<file path="src/rtl/conv_controller.sv">
// conv_controller: sequences one image through the convolution datapath.
// It loads the image into the input FIFO, streams it through the 3x3 window,
// pushes the valid results into the output FIFO, then drains them downstream.
module conv_controller #(
  parameter int unsigned IMG_W = 28,
  parameter int unsigned IMG_H = 28,
  parameter int unsigned LAT   = 2
) (
  input  logic clk,
  input  logic reset,
  input  logic start,
  input  logic pixel_valid_i,
  output logic pixel_ready_o,
  input  logic get_1_pic_done,
  input  logic conv_1_filter_done,
  output logic valid_in,
  output logic pp1,
  output logic oe,
  output logic pp2,
  input  logic ready_i,
  output logic out_valid,
  output logic busy,
  output logic done,
  output logic err
);

  localparam int unsigned N  = IMG_W * IMG_H;
  localparam int unsigned M  = (IMG_W - 2) * (IMG_H - 2);
  localparam int unsigned CW = $clog2(N + 1);
  localparam int unsigned FW = $clog2(LAT + 1);

  typedef enum logic [2:0] {
    S_IDLE,
    S_LOAD,
    S_STREAM,
    S_FLUSH,
    S_DRAIN,
    S_DONE
  } state_t;

  state_t r_state;
  state_t w_next;

  logic [CW-1:0]  r_ld_cnt;
  logic [CW-1:0]  r_pop_cnt;
  logic [CW-1:0]  r_row;
  logic [CW-1:0]  r_col;
  logic [CW-1:0]  r_push_cnt;
  logic [CW-1:0]  r_dr_cnt;
  logic [FW-1:0]  r_fl_cnt;
  logic [LAT-1:0] r_dl;
  logic           r_out_valid;
  logic           r_err;

  logic w_win_ok;
  logic w_dl_in;
  logic w_push;
  logic w_load_err;
  logic w_flush_end;
  logic w_flush_err;
  logic w_drain_pop;

  // A popped pixel completes a full 3x3 window once two rows and two columns precede it
  assign w_win_ok    = (r_row >= CW'(2)) && (r_col >= CW'(2));
  assign w_dl_in     = (r_state == S_STREAM) && w_win_ok;
  assign w_push      = r_dl[LAT-1];
  assign w_load_err  = (r_state == S_LOAD) && get_1_pic_done && (r_ld_cnt < CW'(N));
  assign w_flush_end = (r_state == S_FLUSH) && (r_fl_cnt == FW'(LAT - 1));
  // At FLUSH exit the final push is in flight, so the full flag must reflect only completed pushes
  assign w_flush_err = w_flush_end &&
                       (((r_push_cnt + CW'(w_push)) != CW'(M)) ||
                        (conv_1_filter_done != (r_push_cnt == CW'(M))));

  assign out_valid = r_out_valid;
  assign err       = r_err;

  // State register
  always_ff @(posedge clk) begin
    if (reset) r_state <= S_IDLE;
    else       r_state <= w_next;
  end

  // Next-state and FIFO control decode
  always_comb begin
    w_next        = r_state;
    pixel_ready_o = 1'b0;
    valid_in      = 1'b0;
    pp1           = 1'b0;
    oe            = 1'b0;
    pp2           = 1'b0;
    w_drain_pop   = 1'b0;
    done          = 1'b0;
    busy          = (r_state != S_IDLE);
    case (r_state)
      S_IDLE: begin
        if (start) w_next = S_LOAD;
      end
      S_LOAD: begin
        pixel_ready_o = 1'b1;
        valid_in      = pixel_valid_i;
        pp1           = 1'b1;
        if (w_load_err)                                    w_next = S_IDLE;
        else if (pixel_valid_i && (r_ld_cnt == CW'(N - 1))) w_next = S_STREAM;
      end
      S_STREAM: begin
        valid_in = 1'b1;
        oe       = w_push;
        pp2      = w_push;
        if (r_pop_cnt == CW'(N - 1)) w_next = S_FLUSH;
      end
      S_FLUSH: begin
        oe  = w_push;
        pp2 = w_push;
        if (w_flush_end) w_next = S_DRAIN;
      end
      S_DRAIN: begin
        w_drain_pop = ready_i && (r_dr_cnt != CW'(M));
        oe          = w_drain_pop;
        if (r_dr_cnt == CW'(M)) w_next = S_DONE;
      end
      S_DONE: begin
        done   = 1'b1;
        w_next = S_IDLE;
      end
      default: w_next = S_IDLE;
    endcase
  end

  // Counters, window delay line and registered out_valid
  always_ff @(posedge clk) begin
    if (reset) begin
      r_ld_cnt    <= '0;
      r_pop_cnt   <= '0;
      r_row       <= '0;
      r_col       <= '0;
      r_push_cnt  <= '0;
      r_dr_cnt    <= '0;
      r_fl_cnt    <= '0;
      r_dl        <= '0;
      r_out_valid <= 1'b0;
    end else begin
      r_dl        <= LAT'({r_dl, w_dl_in});
      r_out_valid <= w_drain_pop;
      if (r_state == S_IDLE) r_push_cnt <= '0;
      else if (w_push)       r_push_cnt <= r_push_cnt + CW'(1);
      case (r_state)
        S_IDLE: begin
          r_ld_cnt  <= '0;
          r_pop_cnt <= '0;
          r_row     <= '0;
          r_col     <= '0;
          r_dr_cnt  <= '0;
          r_fl_cnt  <= '0;
        end
        S_LOAD: begin
          if (pixel_valid_i) r_ld_cnt <= r_ld_cnt + CW'(1);
        end
        S_STREAM: begin
          r_pop_cnt <= r_pop_cnt + CW'(1);
          if (r_col == CW'(IMG_W - 1)) begin
            r_col <= '0;
            r_row <= r_row + CW'(1);
          end else begin
            r_col <= r_col + CW'(1);
          end
        end
        S_FLUSH: r_fl_cnt <= r_fl_cnt + FW'(1);
        S_DRAIN: begin
          if (w_drain_pop) r_dr_cnt <= r_dr_cnt + CW'(1);
        end
        default: ;
      endcase
    end
  end

  // Sticky error flag, cleared when a new image is started
  always_ff @(posedge clk) begin
    if (reset)                            r_err <= 1'b0;
    else if ((r_state == S_IDLE) && start) r_err <= 1'b0;
    else if (w_load_err || w_flush_err)    r_err <= 1'b1;
  end

endmodule

</file>
<file path="config.mk">
export PLATFORM = sky130hd
export DESIGN_NAME = conv_controller
export DESIGN_NICKNAME = d
export VERILOG_FILES = /design/src/rtl/conv_controller.sv
export SDC_FILE = /design/constraint.sdc
export NUM_CORES = 1
export LEC_CHECK = 0
export ABC_CLOCK_PERIOD_IN_PS = 2200
export CORE_MARGIN = 1
export CORE_UTILIZATION = 50
export CTS_CLUSTER_DIAMETER = 80
export DETAILED_ROUTE_END_ITERATION = 10
export PLACE_DENSITY = 0.68
export SETUP_SLACK_MARGIN = 0.2
export SYNTH_ARGS = -nofsm -noshare
export SYNTH_HDL_FRONTEND = slang
export SYNTH_SLANG_ARGS = --single-unit
</file>
<file path="constraint.sdc">
create_clock -name clk -period 2.2 [get_ports clk]
set_input_delay 0.55 -clock clk [delete_from_list [all_inputs] [get_ports clk]]
set_output_delay 0.55 -clock clk [all_outputs]
set_load 0.01 [all_outputs]
</file>
# Word level (Yosys, flattened, before mapping)
# Cells that the tools add are included.
# word_totals
input_bits	7
reg_bits	69
output_inout_bits	9
word_cells	91
# classes
order_cmp	3
reduce_logical	24
mux	23
eq_ne	22
n_addsub	8
# ops
operator	n
one-hot mux 10 bit (2 select lines)	5
adder 10 x 1 -> 10 bit (second input constant)	6
== test 10 bit (second input constant)	4
2-to-1 mux 10 bit	4
>= comparator 10 x 2 -> 1 bit (second input constant)	2
!= test 10 bit (second input constant)	2
2-to-1 mux 3 bit	6
one-hot mux 3 bit (5 select lines)	1
adder 10 x 1 -> 10 bit	1
== test 10 x 5 -> 1 bit (second input constant)	1
< comparator 10 bit (second input constant)	1
!= test 2 bit (second input constant)	5
logical AND 1 bit	9
nonzero test 2 bit	4
== test 3 x 2 -> 1 bit (second input constant)	2
== test 3 bit (second input constant)	2
AND reduction 2 bit	3
OR reduction 2 bit	3
AND reduction 5 bit	1
2-to-1 mux 1 bit	4
!= test 2 x 1 -> 1 bit (second input constant)	2
one-hot mux 1 bit (2 select lines)	2
one-hot mux 2 bit (2 select lines)	1
== test 3 x 1 -> 1 bit (second input constant)	1
7 further kinds	8

# Longest topological paths before layout
# depth
ltp_word	5
ltp_mapped	7
depth_no_buf	6

# Worst setup path after synthesis
# Ideal clock, no wire load.
# synth_path
kind	flip-flop to output port
startpoint	register r_dr_cnt[0]
endpoint	output oe
required_time_ps	1650
path_stages_with_launch	7
setup_slack_ps	319
arrival_time_ps	1331
path_cell_list	dfxtp_1 -> inv_1 -> ha_1 -> nand2b_1 -> o31ai_1 -> clkbuf_1 -> nand2b_1
# synth_via
elab_chain_cells	3
# synth_lines
element	line	text
start: declaration	49	logic [CW-1:0] r_dr_cnt;
start signal: assignment	169	if (w_drain_pop) r_dr_cnt <= r_dr_cnt + CW'(1);
!= test 10 bit	117	w_drain_pop = ready_i && (r_dr_cnt != CW'(M));
logical AND 1 bit	117	
one-hot mux 1 bit (2 select lines)	94	case (r_state)
end: declaration	18	output logic oe,
# Every way passes these cells.

# Final worst setup path
# layout_path
startpoint	register r_state[2]
endpoint	output valid_in
# layout_via
elab_chain_cells	2
elab_cells_between_ends	3
classes_between	eq/ne: 2; mux: 1
# layout_lines
element	line	text
start: declaration	41	state_t r_state;
start signal: assignment	80	else r_state <= w_next;
== test 3 x 2 -> 1 bit or == test 3 x 1 -> 1 bit (tied branches)	94	
one-hot mux 1 bit (2 select lines) *	94	
end: declaration	16	output logic valid_in,
# Every way passes the cells marked *; elsewhere a longest branch is shown, timed or not.

==> impl_results.md <==
* Sequential cell area fraction in the yosys report at 36.9%
* Clock net sink count at 69
* GRT Max-Usage Layer: met2
* CTS Root Cell: sky130_fd_sc_hd__clkbuf_8
* Kind of start point of the critical path: flip-flop
* Largest net degree at the start of global routing at 29
* Proportion of power drawn by the clock network at 35.5%
* Fraction of final layout cells with drive strength greater than 1 at 21.0%
* Crit path max fanout at 6
* Via count normalized by instance count at 5.83
* Unrepaired setup endpoints after global routing: true
* First-pass GRT wire length at 14.7 mm
* Nets at 501
* GRT met2 Usage at 41.1%
* Relative contribution of combinational cells to total power at 28.5%
* CTS Buffer Depth at 2
* Number of global-route vias before repair at 3122
* Effective utilization at floorplan at 51.6%
* Most frequent cells after synthesis: 69 x sky130_fd_sc_hd__dfxtp_1, 35 x sky130_fd_sc_hd__nor2_1, 31 x sky130_fd_sc_hd__a21oi_1
* Number of clock buffers inserted by TritonCTS at 9
* Aggregate global-route resource usage at 24.2%
* Type of the worst setup path: flip-flop to output pin
* Number of diodes at 0
* Pins Over Slew Limit at 0
* Result of the run: finished, final reports clean
* DP HPWL at 6.09 mm
* Element type at the critical path end: output pin
* Die span in x at 88.5 um
* Dominant cells by area after synthesis: sky130_fd_sc_hd__dfxtp_1 37%, sky130_fd_sc_hd__ha_1 4.3%, sky130_fd_sc_hd__a21oi_1 4.1%, sky130_fd_sc_hd__nor2_1 3.5%, sky130_fd_sc_hd__xor2_1 3.3%
* Residual antenna-violating net count after detailed routing at 0
* Min-delay worst type: flip-flop to flip-flop
* Max Cap Violations at 0
* Arrival time worst endpoint at 1.47 ns
* Portion of the clock cycle consumed by the worst path in the final layout at 91.9%
* Global-route met1 utilization at 30.6%
* Clk Latency, worst-skew pair at 0.35 ns
* Slew at the pin closest to its max-slew limit at 0.514 ns
* DRC viols at 0
* P_int at 2520 uW
* Number of antenna violations at the first check in global routing at 0
* Switching part of the total at 31.6%
* Clk slew on worst S/H paths at 0.07 ns
* Mapped cell area at 0.00374 mm2
* DRT iter0 DRCs at 140
* Number of cell rows at 31
* Final Critical Period at 2.02 ns
* Total number of yosys warnings at 0
* Net Sw Power at 1160 uW
* Clock tree from TritonCTS: built
* P&R area growth vs syn at 24.1%
* Final clock skew at 0.00662 ns
* Ports placed on the boundary at 16
* Achievable frequency at 494 MHz
* Vert. Die Dim at 88.5 um
* Total Neg Setup Slack at 0 ns
* EDFF count, synth at 0
* Sequential cell fraction of total power at 36.1%
* Most instantiated flip-flop cell in the synthesis netlist: sky130_fd_sc_hd__dfxtp_1
* Pwr per Cell Area at 792 mW/mm2
* Number of flip-flops and latches in the synthesized netlist at 69
* Least setup slack across all paths after layout at 0.178 ns
* Vias after detailed routing at 3410
* Post-layout total power at 3680 uW
* Core region area at 0.00725 mm2
* Maximum vdd ir drop at 467 uV
* First drt pass iteration count at 4
* CTS H-Tree Depth at 3
* Area share of the largest cell type after synthesis at 36.9%
* Drt wl/cell at 15.4 um
* Count of input and output buffers at 15
* Worst max-slew margin expressed relative to the limit at 65.5%
* Die ar. at 0.00783 mm2
* Finish-stage setup viols at 0
* Data required time of the critical path at 1.65 ns
* Lkg Pwr at 0.00167 uW
* Global routing usage on met3 at 5.78%
* Cell with the most instances after synthesis: sky130_fd_sc_hd__dfxtp_1
* Post-Syn Nets at 453
* Post-synthesis area per instance at 8.64 um2
* Post-detailed-routing wire length at 9.01 mm
* Placer congestion estimate at 0.818
* GR Overflow Total at 0
* Cell variety after synth at 62
* Minimum setup slack after placement at -0.351 ns
* Fraction of registers with async set or reset after synthesis at 0%
* Cell type contributing the most total cell area after synthesis: sky130_fd_sc_hd__dfxtp_1
* Fin. Hold Viols at 0
* Gate count after technology mapping at 433
-- power by group through the flow --
stage          Clock, uW  Combinational, uW  Sequential, uW
2_1_floorplan          0                560            1320
3_5_place_dp           0                909            1340
5_1_grt             1370               1130            1330
4_1_cts             1320                983            1320
3_3_place_gp           0                900            1340
6_report            1310               1050            1330
-- timing repair --
| item | in CTS | in global routing |
|---|---|---|
| hold buffers | 0 | 0 |
| setup endpoints to repair | 14 | 15 |
| cloned | 0 | 0 |
| setup buffers | 2 | 8 |
| pin swaps | 5 | 8 |
| gates resized for setup | 48 | 21 |
-- final timing paths --
kind | from | endpoint | slack (ns) | depth (start not counted)
setup / recovery | r_state[2]$_SDFFE_PP0P_ | valid_in | 0.18 | 4
hold / removal | r_dl[0]$_SDFF_PP0_ | r_dl[1]$_SDFF_PP0_ | 0.46 | 1
setup reg to reg | r_state[2]$_SDFFE_PP0P_ | r_col[6]$_SDFFE_PP0P_ | 0.28 | 7
hold reg to reg | r_dl[0]$_SDFF_PP0_ | r_dl[1]$_SDFF_PP0_ | 0.46 | 1
-- cells by family (layout without fill, tap and decap cells) --
| kind of cell | count (synthesis) | in the layout | synth area share, % |
|---|---|---|---|
| mux | 11 | 11 | 3.01 |
| flops | 69 | 69 | 36.9 |
| xor+xnor | 17 | 17 | 3.98 |
| simple gates | 189 | 189 | 29.8 |
| compound gates | 98 | 98 | 17.9 |
| fa+ha+maj | 13 | 13 | 4.35 |
| buf+inv | 36 | 89 | 4.08 |
-- worst max-delay path, stage by stage (launching register included) --
cell,delay (ns)
sky130_fd_sc_hd__dfxtp_4,0.37
sky130_fd_sc_hd__buf_6,0.14
sky130_fd_sc_hd__or3b_4,0.40
sky130_fd_sc_hd__o21ai_2,0.08
sky130_fd_sc_hd__buf_2,0.14
-- cell type report --
type	instances	area [um2]
clock buffers	11	151
clock inverters	5	106
fillers	605	2610
inverters	17	66.3
multi-input cells	328	2330
flip-flops and latches	69	1400
well taps	99	124
repair buffers	56	469
-- registers in the layout, summed over array words and instances, names as in the netlist, 3 cells and up --
name,cells
r_pop_cnt,10
r_ld_cnt,10
r_row,10
r_state,3
r_col,10
r_dr_cnt,10
r_push_cnt,10
-- per-stage QoR --
stage	hold WS [ns]	utilization, %	instance area (um2)	std cells
floorplan	0.414	-	3740	433
global placement	0.418	57.7	4190	559
detailed placement	0.459	57.7	4190	559
CTS	0.466	62.5	4530	577
global route	0.477	64.1	4650	585
finish	0.462	64.1	4650	585
-- layer usage --
metal / part of all wire, % / routed length [um]
met1: 46 / 4120
met2: 49 / 4450
met3: 3.2 / 287
met4: 1.6 / 146
met5: 0 / 0
-- layout by cell type (no fill, tap or decap), types with 6 or more instances in the layout --
cell type | netlist | routed
sky130_fd_sc_hd__and2_1 | 7 | 6
sky130_fd_sc_hd__dfxtp_1 | 69 | 62
sky130_fd_sc_hd__clkdlybuf4s50_1 | 0 | 6
sky130_fd_sc_hd__nand3_1 | 24 | 24
sky130_fd_sc_hd__xor2_1 | 14 | 14
sky130_fd_sc_hd__inv_1 | 16 | 13
sky130_fd_sc_hd__nor3_1 | 8 | 7
sky130_fd_sc_hd__clkbuf_8 | 0 | 11
sky130_fd_sc_hd__buf_4 | 2 | 37
sky130_fd_sc_hd__o31ai_1 | 11 | 10
sky130_fd_sc_hd__o21ai_0 | 13 | 12
sky130_fd_sc_hd__or3_1 | 15 | 15
sky130_fd_sc_hd__a31oi_1 | 7 | 6
sky130_fd_sc_hd__ha_1 | 13 | 12
sky130_fd_sc_hd__or4_1 | 12 | 12
sky130_fd_sc_hd__nand2_1 | 26 | 26
sky130_fd_sc_hd__nand4_1 | 13 | 13
sky130_fd_sc_hd__a21oi_1 | 31 | 31
sky130_fd_sc_hd__and3_1 | 11 | 10
sky130_fd_sc_hd__mux2i_1 | 9 | 9
sky130_fd_sc_hd__nor2_1 | 35 | 34
Power figures use the tool's default switching activity.
